**src/rtl/mpi_bb_mc_pkg.sv**
```systemverilog
// Shared register map, STATUS bit layout and FSM state types for the
// multi-channel Blackbone message-passing endpoint.
package mpi_bb_mc_pkg;

  localparam logic [1:0] REG_DATA   = 2'd0;
  localparam logic [1:0] REG_STATUS = 2'd1;
  localparam logic [1:0] REG_CTRL   = 2'd2;
  localparam logic [1:0] REG_SEND   = 2'd3;

  localparam int ST_RXAVAIL    = 0;
  localparam int ST_TXBUSY     = 1;
  localparam int ST_TXERR      = 2;
  localparam int ST_RXDROP     = 3;
  localparam int ST_TXDONE     = 4;
  localparam int ST_RXREM_LSB  = 8;
  localparam int ST_TXFILL_LSB = 16;

  typedef enum logic {
    TX_FILL,
    TX_SEND
  } tx_state_t;

  typedef enum logic [1:0] {
    RX_EMPTY,
    RX_RECV,
    RX_DROP,
    RX_FULL
  } rx_state_t;

endpackage

```
**src/rtl/mpi_bb_mc_channel.sv**
```systemverilog
// One endpoint channel: egress/ingress packet buffers, their FSMs,
// CTRL and sticky STATUS bits, and this channel's interrupt term.
module mpi_bb_mc_channel
  import mpi_bb_mc_pkg::*;
#(
  parameter int NOC_FLIT_WIDTH = 32,
  parameter int SIZE           = 16
) (
  input  logic                      clk,
  input  logic                      rst,
  input  logic                      i_wr,
  input  logic                      i_rd,
  input  logic [1:0]                i_reg,
  input  logic [31:0]               i_wdata,
  output logic [31:0]               o_rdata,
  output logic [NOC_FLIT_WIDTH-1:0] o_out_flit,
  output logic                      o_out_last,
  output logic                      o_out_valid,
  input  logic                      i_out_ready,
  input  logic [NOC_FLIT_WIDTH-1:0] i_in_flit,
  input  logic                      i_in_last,
  input  logic                      i_in_valid,
  output logic                      o_in_ready,
  output logic                      o_irq
);

  localparam int         AW     = (SIZE > 1) ? $clog2(SIZE) : 1;
  localparam logic [7:0] SIZE_C = 8'(SIZE);

  tx_state_t r_tx_state, w_tx_next;
  rx_state_t r_rx_state, w_rx_next;

  logic [NOC_FLIT_WIDTH-1:0] r_txbuf [SIZE];
  logic [NOC_FLIT_WIDTH-1:0] r_rxbuf [SIZE];
  logic [7:0] r_txfill, r_txrd, r_wcnt, r_rxrem, r_rdptr;
  logic [1:0] r_ctrl;
  logic       r_txerr, r_rxdrop, r_txdone;

  logic w_data_wr, w_stat_wr, w_ctrl_wr, w_send_wr, w_data_rd;
  logic w_tx_push, w_tx_err, w_tx_hs, w_tx_last;
  logic w_in_hs, w_rx_overflow, w_rx_store, w_rx_drop_done, w_rx_pop;
  logic w_unused_wdata;

  assign w_unused_wdata = ^i_wdata;

  always_comb begin
    w_data_wr      = i_wr && (i_reg == REG_DATA);
    w_stat_wr      = i_wr && (i_reg == REG_STATUS);
    w_ctrl_wr      = i_wr && (i_reg == REG_CTRL);
    w_send_wr      = i_wr && (i_reg == REG_SEND);
    w_data_rd      = i_rd && (i_reg == REG_DATA);
    w_tx_push      = w_data_wr && (r_tx_state == TX_FILL) && (r_txfill < SIZE_C);
    w_tx_err       = w_data_wr && !w_tx_push;
    w_tx_last      = (r_txrd == r_txfill - 8'd1);
    w_tx_hs        = (r_tx_state == TX_SEND) && i_out_ready;
    w_in_hs        = i_in_valid && o_in_ready;
    // A flit arriving with the buffer already full turns the packet into a drop.
    w_rx_overflow  = ((r_rx_state == RX_EMPTY) || (r_rx_state == RX_RECV)) && (r_wcnt == SIZE_C);
    w_rx_store     = w_in_hs && ((r_rx_state == RX_EMPTY) || (r_rx_state == RX_RECV)) && !w_rx_overflow;
    w_rx_drop_done = w_in_hs && i_in_last && ((r_rx_state == RX_DROP) || w_rx_overflow);
    w_rx_pop       = w_data_rd && (r_rx_state == RX_FULL);
  end

  always_comb begin
    w_tx_next = r_tx_state;
    case (r_tx_state)
      TX_FILL: if (w_send_wr && (r_txfill != 8'd0)) w_tx_next = TX_SEND;
      TX_SEND: if (w_tx_hs && w_tx_last) w_tx_next = TX_FILL;
      default: w_tx_next = TX_FILL;
    endcase
  end

  always_comb begin
    w_rx_next = r_rx_state;
    case (r_rx_state)
      RX_EMPTY, RX_RECV: begin
        if (w_in_hs) begin
          if (w_rx_overflow) w_rx_next = i_in_last ? RX_EMPTY : RX_DROP;
          else               w_rx_next = i_in_last ? RX_FULL  : RX_RECV;
        end
      end
      RX_DROP: if (w_in_hs && i_in_last) w_rx_next = RX_EMPTY;
      RX_FULL: if (w_rx_pop && (r_rxrem == 8'd1)) w_rx_next = RX_EMPTY;
      default: w_rx_next = RX_EMPTY;
    endcase
  end

  always_ff @(posedge clk) begin
    if (rst) begin
      r_tx_state <= TX_FILL;
      r_rx_state <= RX_EMPTY;
    end else begin
      r_tx_state <= w_tx_next;
      r_rx_state <= w_rx_next;
    end
  end

  always_ff @(posedge clk) begin
    if (rst) begin
      r_txfill <= 8'd0;
      r_txrd   <= 8'd0;
      r_wcnt   <= 8'd0;
      r_rxrem  <= 8'd0;
      r_rdptr  <= 8'd0;
      r_ctrl   <= 2'b00;
      r_txerr  <= 1'b0;
      r_rxdrop <= 1'b0;
      r_txdone <= 1'b0;
    end else begin
      if (w_tx_push) r_txfill <= r_txfill + 8'd1;
      if (w_tx_hs) begin
        if (w_tx_last) begin
          r_txfill <= 8'd0;
          r_txrd   <= 8'd0;
        end else begin
          r_txrd <= r_txrd + 8'd1;
        end
      end
      if (w_rx_store) begin
        r_wcnt <= r_wcnt + 8'd1;
        if (i_in_last) begin
          r_rxrem <= r_wcnt + 8'd1;
          r_rdptr <= 8'd0;
        end
      end
      if (w_rx_pop) begin
        r_rxrem <= r_rxrem - 8'd1;
        r_rdptr <= r_rdptr + 8'd1;
      end
      if (w_rx_next == RX_EMPTY) r_wcnt <= 8'd0;
      if (w_ctrl_wr) r_ctrl <= i_wdata[1:0];
      // Clears come first so a coincident set wins.
      if (w_stat_wr && i_wdata[ST_TXERR])  r_txerr  <= 1'b0;
      if (w_stat_wr && i_wdata[ST_RXDROP]) r_rxdrop <= 1'b0;
      if (w_stat_wr && i_wdata[ST_TXDONE]) r_txdone <= 1'b0;
      if (w_tx_err)               r_txerr  <= 1'b1;
      if (w_rx_drop_done)         r_rxdrop <= 1'b1;
      if (w_tx_hs && w_tx_last)   r_txdone <= 1'b1;
    end
  end

  always_ff @(posedge clk) begin
    if (w_tx_push)  r_txbuf[r_txfill[AW-1:0]] <= i_wdata[NOC_FLIT_WIDTH-1:0];
    if (w_rx_store) r_rxbuf[r_wcnt[AW-1:0]]   <= i_in_flit;
  end

  always_comb begin
    o_rdata = 32'd0;
    case (i_reg)
      REG_DATA: if (r_rx_state == RX_FULL) o_rdata = 32'(r_rxbuf[r_rdptr[AW-1:0]]);
      REG_STATUS: begin
        o_rdata[ST_RXAVAIL] = (r_rx_state == RX_FULL);
        o_rdata[ST_TXBUSY]  = (r_tx_state == TX_SEND);
        o_rdata[ST_TXERR]   = r_txerr;
        o_rdata[ST_RXDROP]  = r_rxdrop;
        o_rdata[ST_TXDONE]  = r_txdone;
        o_rdata[ST_RXREM_LSB +: 8]  = r_rxrem;
        o_rdata[ST_TXFILL_LSB +: 8] = r_txfill;
      end
      REG_CTRL: o_rdata[1:0] = r_ctrl;
      default:  o_rdata = 32'd0;
    endcase
  end

  assign o_out_valid = (r_tx_state == TX_SEND);
  assign o_out_flit  = o_out_valid ? r_txbuf[r_txrd[AW-1:0]] : '0;
  assign o_out_last  = o_out_valid && w_tx_last;
  assign o_in_ready  = !rst && (r_rx_state != RX_FULL);
  assign o_irq       = ((r_rx_state == RX_FULL) && r_ctrl[0]) || (r_txdone && r_ctrl[1]);

endmodule

```
**src/rtl/mpi_bb_mc.sv**
```systemverilog
// Top level: N channel instances, channel-index decode from the bus
// address, registered read-data mux and registered interrupt OR.
module mpi_bb_mc
  import mpi_bb_mc_pkg::*;
#(
  parameter int NOC_FLIT_WIDTH = 32,
  parameter int SIZE           = 16,
  parameter int N              = 1
) (
  input  logic                        clk,
  input  logic                        rst,
  output logic [N*NOC_FLIT_WIDTH-1:0] noc_out_flit,
  output logic [N-1:0]                noc_out_last,
  output logic [N-1:0]                noc_out_valid,
  input  logic [N-1:0]                noc_out_ready,
  input  logic [N*NOC_FLIT_WIDTH-1:0] noc_in_flit,
  input  logic [N-1:0]                noc_in_last,
  input  logic [N-1:0]                noc_in_valid,
  output logic [N-1:0]                noc_in_ready,
  input  logic [31:0]                 bb_addr_i,
  input  logic [31:0]                 bb_din_i,
  input  logic                        bb_en_i,
  input  logic                        bb_we_i,
  output logic [31:0]                 bb_dout_o,
  output logic                        irq
);

  localparam int CW = (N > 1) ? $clog2(N) : 1;

  logic [CW-1:0] w_ch;
  logic [1:0]    w_reg;
  logic [31:0]   w_rdata [N];
  logic [N-1:0]  w_irq;
  logic [31:0]   w_rd_sel;
  logic [31:0]   r_dout;
  logic          r_irq;
  logic          w_unused_addr;

  assign w_ch          = bb_addr_i[4 +: CW];
  assign w_reg         = bb_addr_i[3:2];
  assign w_unused_addr = ^bb_addr_i;

  for (genvar c = 0; c < N; c++) begin : g_ch
    mpi_bb_mc_channel #(
      .NOC_FLIT_WIDTH(NOC_FLIT_WIDTH),
      .SIZE          (SIZE)
    ) u_ch (
      .clk        (clk),
      .rst        (rst),
      .i_wr       (bb_en_i && bb_we_i && (w_ch == CW'(c))),
      .i_rd       (bb_en_i && !bb_we_i && (w_ch == CW'(c))),
      .i_reg      (w_reg),
      .i_wdata    (bb_din_i),
      .o_rdata    (w_rdata[c]),
      .o_out_flit (noc_out_flit[c*NOC_FLIT_WIDTH +: NOC_FLIT_WIDTH]),
      .o_out_last (noc_out_last[c]),
      .o_out_valid(noc_out_valid[c]),
      .i_out_ready(noc_out_ready[c]),
      .i_in_flit  (noc_in_flit[c*NOC_FLIT_WIDTH +: NOC_FLIT_WIDTH]),
      .i_in_last  (noc_in_last[c]),
      .i_in_valid (noc_in_valid[c]),
      .o_in_ready (noc_in_ready[c]),
      .o_irq      (w_irq[c])
    );
  end

  // Channel indices with no instance match nothing and read back as zero.
  always_comb begin
    w_rd_sel = 32'd0;
    for (int c = 0; c < N; c++) begin
      if (w_ch == CW'(c)) w_rd_sel = w_rdata[c];
    end
  end

  always_ff @(posedge clk) begin
    if (rst) begin
      r_dout <= 32'd0;
      r_irq  <= 1'b0;
    end else begin
      r_irq <= |w_irq;
      if (bb_en_i && !bb_we_i) r_dout <= w_rd_sel;
    end
  end

  assign bb_dout_o = r_dout;
  assign irq       = r_irq;

endmodule
```
**config.mk**
```make
export PLATFORM = sky130hd
export DESIGN_NAME = mpi_bb_mc
export DESIGN_NICKNAME = d
export VERILOG_FILES = /design/src/rtl/mpi_bb_mc_pkg.sv /design/src/rtl/mpi_bb_mc_channel.sv /design/src/rtl/mpi_bb_mc.sv
export SDC_FILE = /design/constraint.sdc
export NUM_CORES = 1
export LEC_CHECK = 0
export CORE_MARGIN = 1
export CORE_UTILIZATION = 55
export CTS_CLUSTER_DIAMETER = 100
export DETAILED_ROUTE_END_ITERATION = 8
export HOLD_SLACK_MARGIN = 0.03
export PLACE_DENSITY = 0.78
export SYNTH_ARGS = -nofsm -noshare
export SYNTH_HDL_FRONTEND = slang
export SYNTH_HIERARCHICAL = 1
export SYNTH_SLANG_ARGS = --single-unit
```
**constraint.sdc**
```tcl
create_clock -name clk -period 10.9 [get_ports clk]
set_clock_uncertainty 0.2 [all_clocks]
set_input_delay 2.18 -clock clk [delete_from_list [all_inputs] [get_ports clk]]
set_output_delay 2.18 -clock clk [all_outputs]
set_load 0.01 [all_outputs]
```
### Word-level counts from Yosys, hierarchy flattened

Memory sizes are Yosys's and may differ from the RTL's. A register that Yosys moved wholly into a read port is not among the register bits.
Cells that the tools add are included.

* bits of input ports: 103
* register bits after elaboration: 81
* output and inout port bits: 68
* RAM bits: 1024
* memories: 2
* logic and storage cells: 125

Memory list
* g_ch[0].u_ch.r_rxbuf: depth 16, width 32, rd ports 1, clocked after memory_dff 1, wr ports 1, line mpi_bb_mc_channel.sv:34 `logic [NOC_FLIT_WIDTH-1:0] r_rxbuf [SIZE];`
* g_ch[0].u_ch.r_txbuf: depth 16, width 32, rd ports 1, clocked after memory_dff 1, wr ports 1, line mpi_bb_mc_channel.sv:33 `logic [NOC_FLIT_WIDTH-1:0] r_txbuf [SIZE];`

* add/sub/neg operators: 6
* magnitude comparators: 1
* mux-type cells: 42
* reduce and logical (&&, ||, !) cells: 49
* equal/unequal tests: 10
* bitwise gates (word level): 2

Operators with widths (number)
* $mux 32: 3
* $mux 8: 11
* $add 8x1->8 const B: 4
* $pmux 16 s2: 1
* $logic_and 1x1->1: 30
* $mux 4: 4
* $sub 8x1->8 const B: 2
* $mux 1: 12
* $mux 2: 6
* $pmux 2 s3: 2
* $reduce_bool 2->1: 5
* $eq 2x2->1 const B: 4
* $eq 8x1->1 const B: 1
* $eq 8x5->1 const B: 1
* $eq 8x8->1: 1
* $lt 8x5->1 const B: 1
* $reduce_bool 8->1: 1
* $logic_not 2->1: 3
* $pmux 3 s2: 1
* $eq 2x1->1 const B: 2
* $logic_not 1->1: 4
* $reduce_or 2->1: 2
* $logic_or 1x1->1: 3
* $mux 3: 1
* other kinds (4): 5

### Longest topological paths before layout

* depth in word-level cells: 10
* mapped depth: 10
* mapped depth without buffers: 8

### Cells and area by module

The synthesis kept the hierarchy.

By module, submodules not included
* mpi_bb_mc_channel: area each 41678.7 µm², cells each 1855, seq. area each 31790.5 µm², times used 1
* mpi_bb_mc: area each 1352.5 µm², cells each 148, seq. area each 660.6 µm², times used 1

### Least setup slack after synthesis

No wires, ideal clock.

* kind: in2reg
* start point: in bb_addr_i[4]
* end point: mem g_ch[0].u_ch.r_txbuf[15][0] (enable)
* buffers on the path: 1
* data required time: 10277 ps
* cell stages on the path: 6
* library setup time: 423 ps
* path slack: 5274 ps
* arrival: 5003 ps
* cells stage by stage: clkbuf_1 and3b_1 nand2b_1 nor4b_2 nand2_1 nor2_1

* longest elaborated chain between the ends: 7

Ends and longest elaborated chain
* from (decl): line mpi_bb_mc.sv:20 `input logic [31:0] bb_addr_i,`
* $not 1->1
* $logic_and 1x1->1: line mpi_bb_mc.sv:50 `.i_wr (bb_en_i && bb_we_i && (w_ch == CW'(c))),`
* $logic_and 1x1->1: line mpi_bb_mc_channel.sv:47 `w_data_wr = i_wr && (i_reg == REG_DATA);`
* $logic_and 1x1->1 (2 in a row): line mpi_bb_mc_channel.sv:52 `w_tx_push = w_data_wr && (r_tx_state == TX_FILL) && (r_txfill < SIZE_C);`
* $mux 1: line mpi_bb_mc_channel.sv:143 `if (w_tx_push) r_txbuf[r_txfill[AW-1:0]] <= i_wdata[NOC_FLIT_WIDTH-1:0];`
* $mux 1 (implied by the code): line mpi_bb_mc_channel.sv:143
* to (decl): line mpi_bb_mc_channel.sv:33

No other way between the ends.

==> results_dict.tcl <==
set metrics [dict create \
    final_hold_viol_count 0 \
    grt_pass1_vias 22100 \
    power_density_nw_per_um2 174 \
    intPower_mw 6.96 \
    crit_chain "buf_4 > mux4_2 > mux4_2 > and2_1 > clkdlybuf4s50_1" \
    vias_per_cell 6.28 \
    p_comb_frac 0.016 \
    p_sw_mw 1.65 \
    whs_path_depth 2 \
    final_common_cell "edfxtp_1" \
    seq_area_frac_synth 0.754 \
    hp-class "flip-flop to flip-flop" \
    holdBufCountCts 0 \
    worst_pin_slew_ns 1.22 \
    netlist_area_um2 43000 \
    gr-total-overflow 0 \
    crit_top_cell "mux4_2" \
    status "complete, no violations" \
    crit_type "flip-flop to primary output" \
    grt_pass1_wl_um 143000 \
    drc 0 \
    vdd_drop_max_v 0.000211 \
    power_frac_seq 0.541 \
    hold_start "bb_dout_o[2]$_SDFFE_PP0P_" \
    rows 102 \
    cp.arrival_ns 4.27 \
    initial_core_util 0.555 \
    cp-end-kind "primary output" \
    cts_num_sinks 1109 \
    fmax_mhz 150 \
    power_mw 8.61 \
    die_w_um 282 \
    synthFlopType "edfxtp_1" \
    path_max_fanout 53 \
    drive_gt1_frac 0.259 \
    core_um2 77500 \
    final_cell_mix "edfxtp_1, mux4_2, clkdlybuf4s50_1" \
    clk_pin_slew_ns 0.06 \
    grt_use_met3 0.0469 \
    cp.required_ns 8.52 \
    period_minus_slack_ns 6.65 \
    htree_levels 3 \
    cts-root-buf "clkbuf_16" \
    vias 20800 \
    wl_per_cell_um 29.4 \
    cts_inserted_buffers 104 \
    tritoncts "done" \
    drtPass1Iterations 6 \
    drv_cap 0 \
    ys_types 71 \
    ff2ff_path_depth 8 \
    drt-total-wl_um 97700 \
    setup_violations 0 \
    avgSynthCellArea_um2 21.5 \
    fin_nets 2301 \
    leakagePower_nw 15.0 \
    area_delta_synth_final_pct 14.8 \
    fillCellCount 4961 \
    die_area_um2 79400 \
    drv_slew 0 \
    grt_max_degree 77 \
    busiest_layer "met2" \
    die_y_um 282 \
    cts_setup_buffers 0 \
    met1_usage 0.315 \
    grt_usage 0.252 \
    crit_slowest_cell "buf_4" \
    antenna_left 0 \
    max_stage_delay_ns 0.89 \
    startpoint_type "flip-flop" \
    synth-warning-count 6 \
    clockBufferDepth 3 \
    slew_headroom 0.188 \
    pwr-share-clk 0.443 \
    synth_edf_count 1024 \
    insertion_delay_ns 0.66 \
    synth_cells 2003 \
    synthArstFlopShare 0 \
    gr-usage-met2 0.444 \
    antenna_found_initial 9 \
    drt_iter0_markers 2360 \
    place.gp.congestion 0.823 \
    syn_nets 2119 \
    fin_setup_tns_ns 0 \
    port_buffers 141 \
    ctsResizeCount 0 \
    ys_seq_elements 1109 \
    fin_crit_sh 0.610 \
    rsz0062_at_grt "no" \
    swShare 0.191 \
    ios 171 \
    hpwl_um 50400 \
]
==> power groups by stage <==
stage          clock, mW  sequential, mW  combinational, mW
2_1_floorplan          0            4.75             0.0472
3_3_place_gp           0            4.75              0.127
3_5_place_dp           0            4.75              0.137
4_1_cts             3.87            4.66              0.138
5_1_grt             4.02            4.66              0.148
6_report            3.81            4.66              0.140
==> layout make-up <==
type / count / area [µm²] / area share
inverters: 13 / 48.8 / 0.000987
clock inverters: 55 / 790 / 0.0160
flip-flops and latches: 1109 / 32500 / 0.657
well taps: 1040 / 1300 / 0.0263
clock buffers: 141 / 2870 / 0.0582
repair buffers: 188 / 1760 / 0.0356
multi-input cells: 769 / 10200 / 0.206
diodes: 6 / 15.0 / 0.000304
==> registers in the layout (all words and copies together), names as in the netlist, named ones only <==
name / cells
bb_dout_o: 32
g_ch.u_ch/o_out_valid: 1
g_ch.u_ch/r_ctrl: 2
g_ch.u_ch/r_rdptr: 4
g_ch.u_ch/r_rx_state: 2
g_ch.u_ch/r_rxbuf: 512
g_ch.u_ch/r_rxdrop: 1
g_ch.u_ch/r_rxrem: 8
g_ch.u_ch/r_txbuf: 512
g_ch.u_ch/r_txdone: 1
g_ch.u_ch/r_txerr: 1
g_ch.u_ch/r_txfill: 8
g_ch.u_ch/r_txrd: 8
g_ch.u_ch/r_wcnt: 8
irq: 1
==> per-layer routing <==
| metal | wire [µm] | part of all wire |
|---|---|---|
| met5 | 62 | 0.00063 |
| met4 | 2780 | 0.028 |
| met3 | 7660 | 0.078 |
| met2 | 51900 | 0.53 |
| met1 | 35300 | 0.36 |
==> worst max-delay path, delay by kind of cell, from the launching register on <==
family / cells / cell delay (ns)
and+or+nand+nor: 1 / 0.18
muxes: 2 / 1.16
buffers and inverters: 2 / 1.36
DFF: 1 / 0.84
==> final timing paths <==
path / slack (ns) / end
worst max-delay path: 4.25 / noc_out_flit[6]
worst min-delay path: 0.25 / bb_dout_o[2]$_SDFFE_PP0P_
worst max register to register: 6.24 / bb_dout_o[1]$_SDFFE_PP0P_
worst min register to register: 0.25 / bb_dout_o[2]$_SDFFE_PP0P_
==> cells by family after synthesis <==
kind of cell             synth area share
buffers and inverters              0.0133
adder cells (fa/ha/maj)           0.00378
AO/OA/AOI/OAI                      0.0169
multiplexers                        0.168
AND/OR/NAND/NOR                    0.0379
flip-flops                          0.754
XOR/XNOR                          0.00631
==> metrics by stage <==
| step | cells | util | hold WS (ns) | instance area (µm²) | setup slack, ns |
|---|---|---|---|---|---|
| 2_1_floorplan | 2003 | - | 0.237 | 43000 | 5.27 |
| 3_3_place_gp | 3119 | 0.590 | 0.241 | 45700 | 4.79 |
| 3_5_place_dp | 3119 | 0.590 | 0.245 | 45700 | 4.82 |
| 4_1_cts | 3315 | 0.638 | 0.255 | 49400 | 4.09 |
| 5_1_grt | 3317 | 0.638 | 0.270 | 49400 | 3.91 |
| 6_report | 3321 | 0.638 | 0.253 | 49400 | 4.25 |
==> cell usage after synthesis (4+ instances only) <==
cell type | number | area share
xnor2_1 | 15 | 0.0031
buf_2 | 24 | 0.0028
edfxtp_1 | 1024 | 0.71
ha_1 | 13 | 0.0038
dfxtp_1 | 85 | 0.040
inv_1 | 13 | 0.0011
nor2b_1 | 7 | 0.0010
nand2b_1 | 5 | 0.00073
nor2_1 | 71 | 0.0062
nand4_1 | 8 | 0.0012
xor2_1 | 16 | 0.0033
a31oi_1 | 5 | 0.00073
clkbuf_1 | 61 | 0.0053
or3_1 | 4 | 0.00058
a21oi_1 | 44 | 0.0051
nand3_1 | 10 | 0.0012
nand2_1 | 64 | 0.0056
nand3b_2 | 4 | 0.0010
a22o_1 | 18 | 0.0037
a21oi_2 | 4 | 0.00081
nor3_1 | 6 | 0.00070
nand3b_1 | 29 | 0.0051
o21ai_0 | 7 | 0.00081
and2_1 | 62 | 0.0090
mux4_2 | 320 | 0.17
buf_1 | 18 | 0.0016
(Power assumes the default switching activity.)
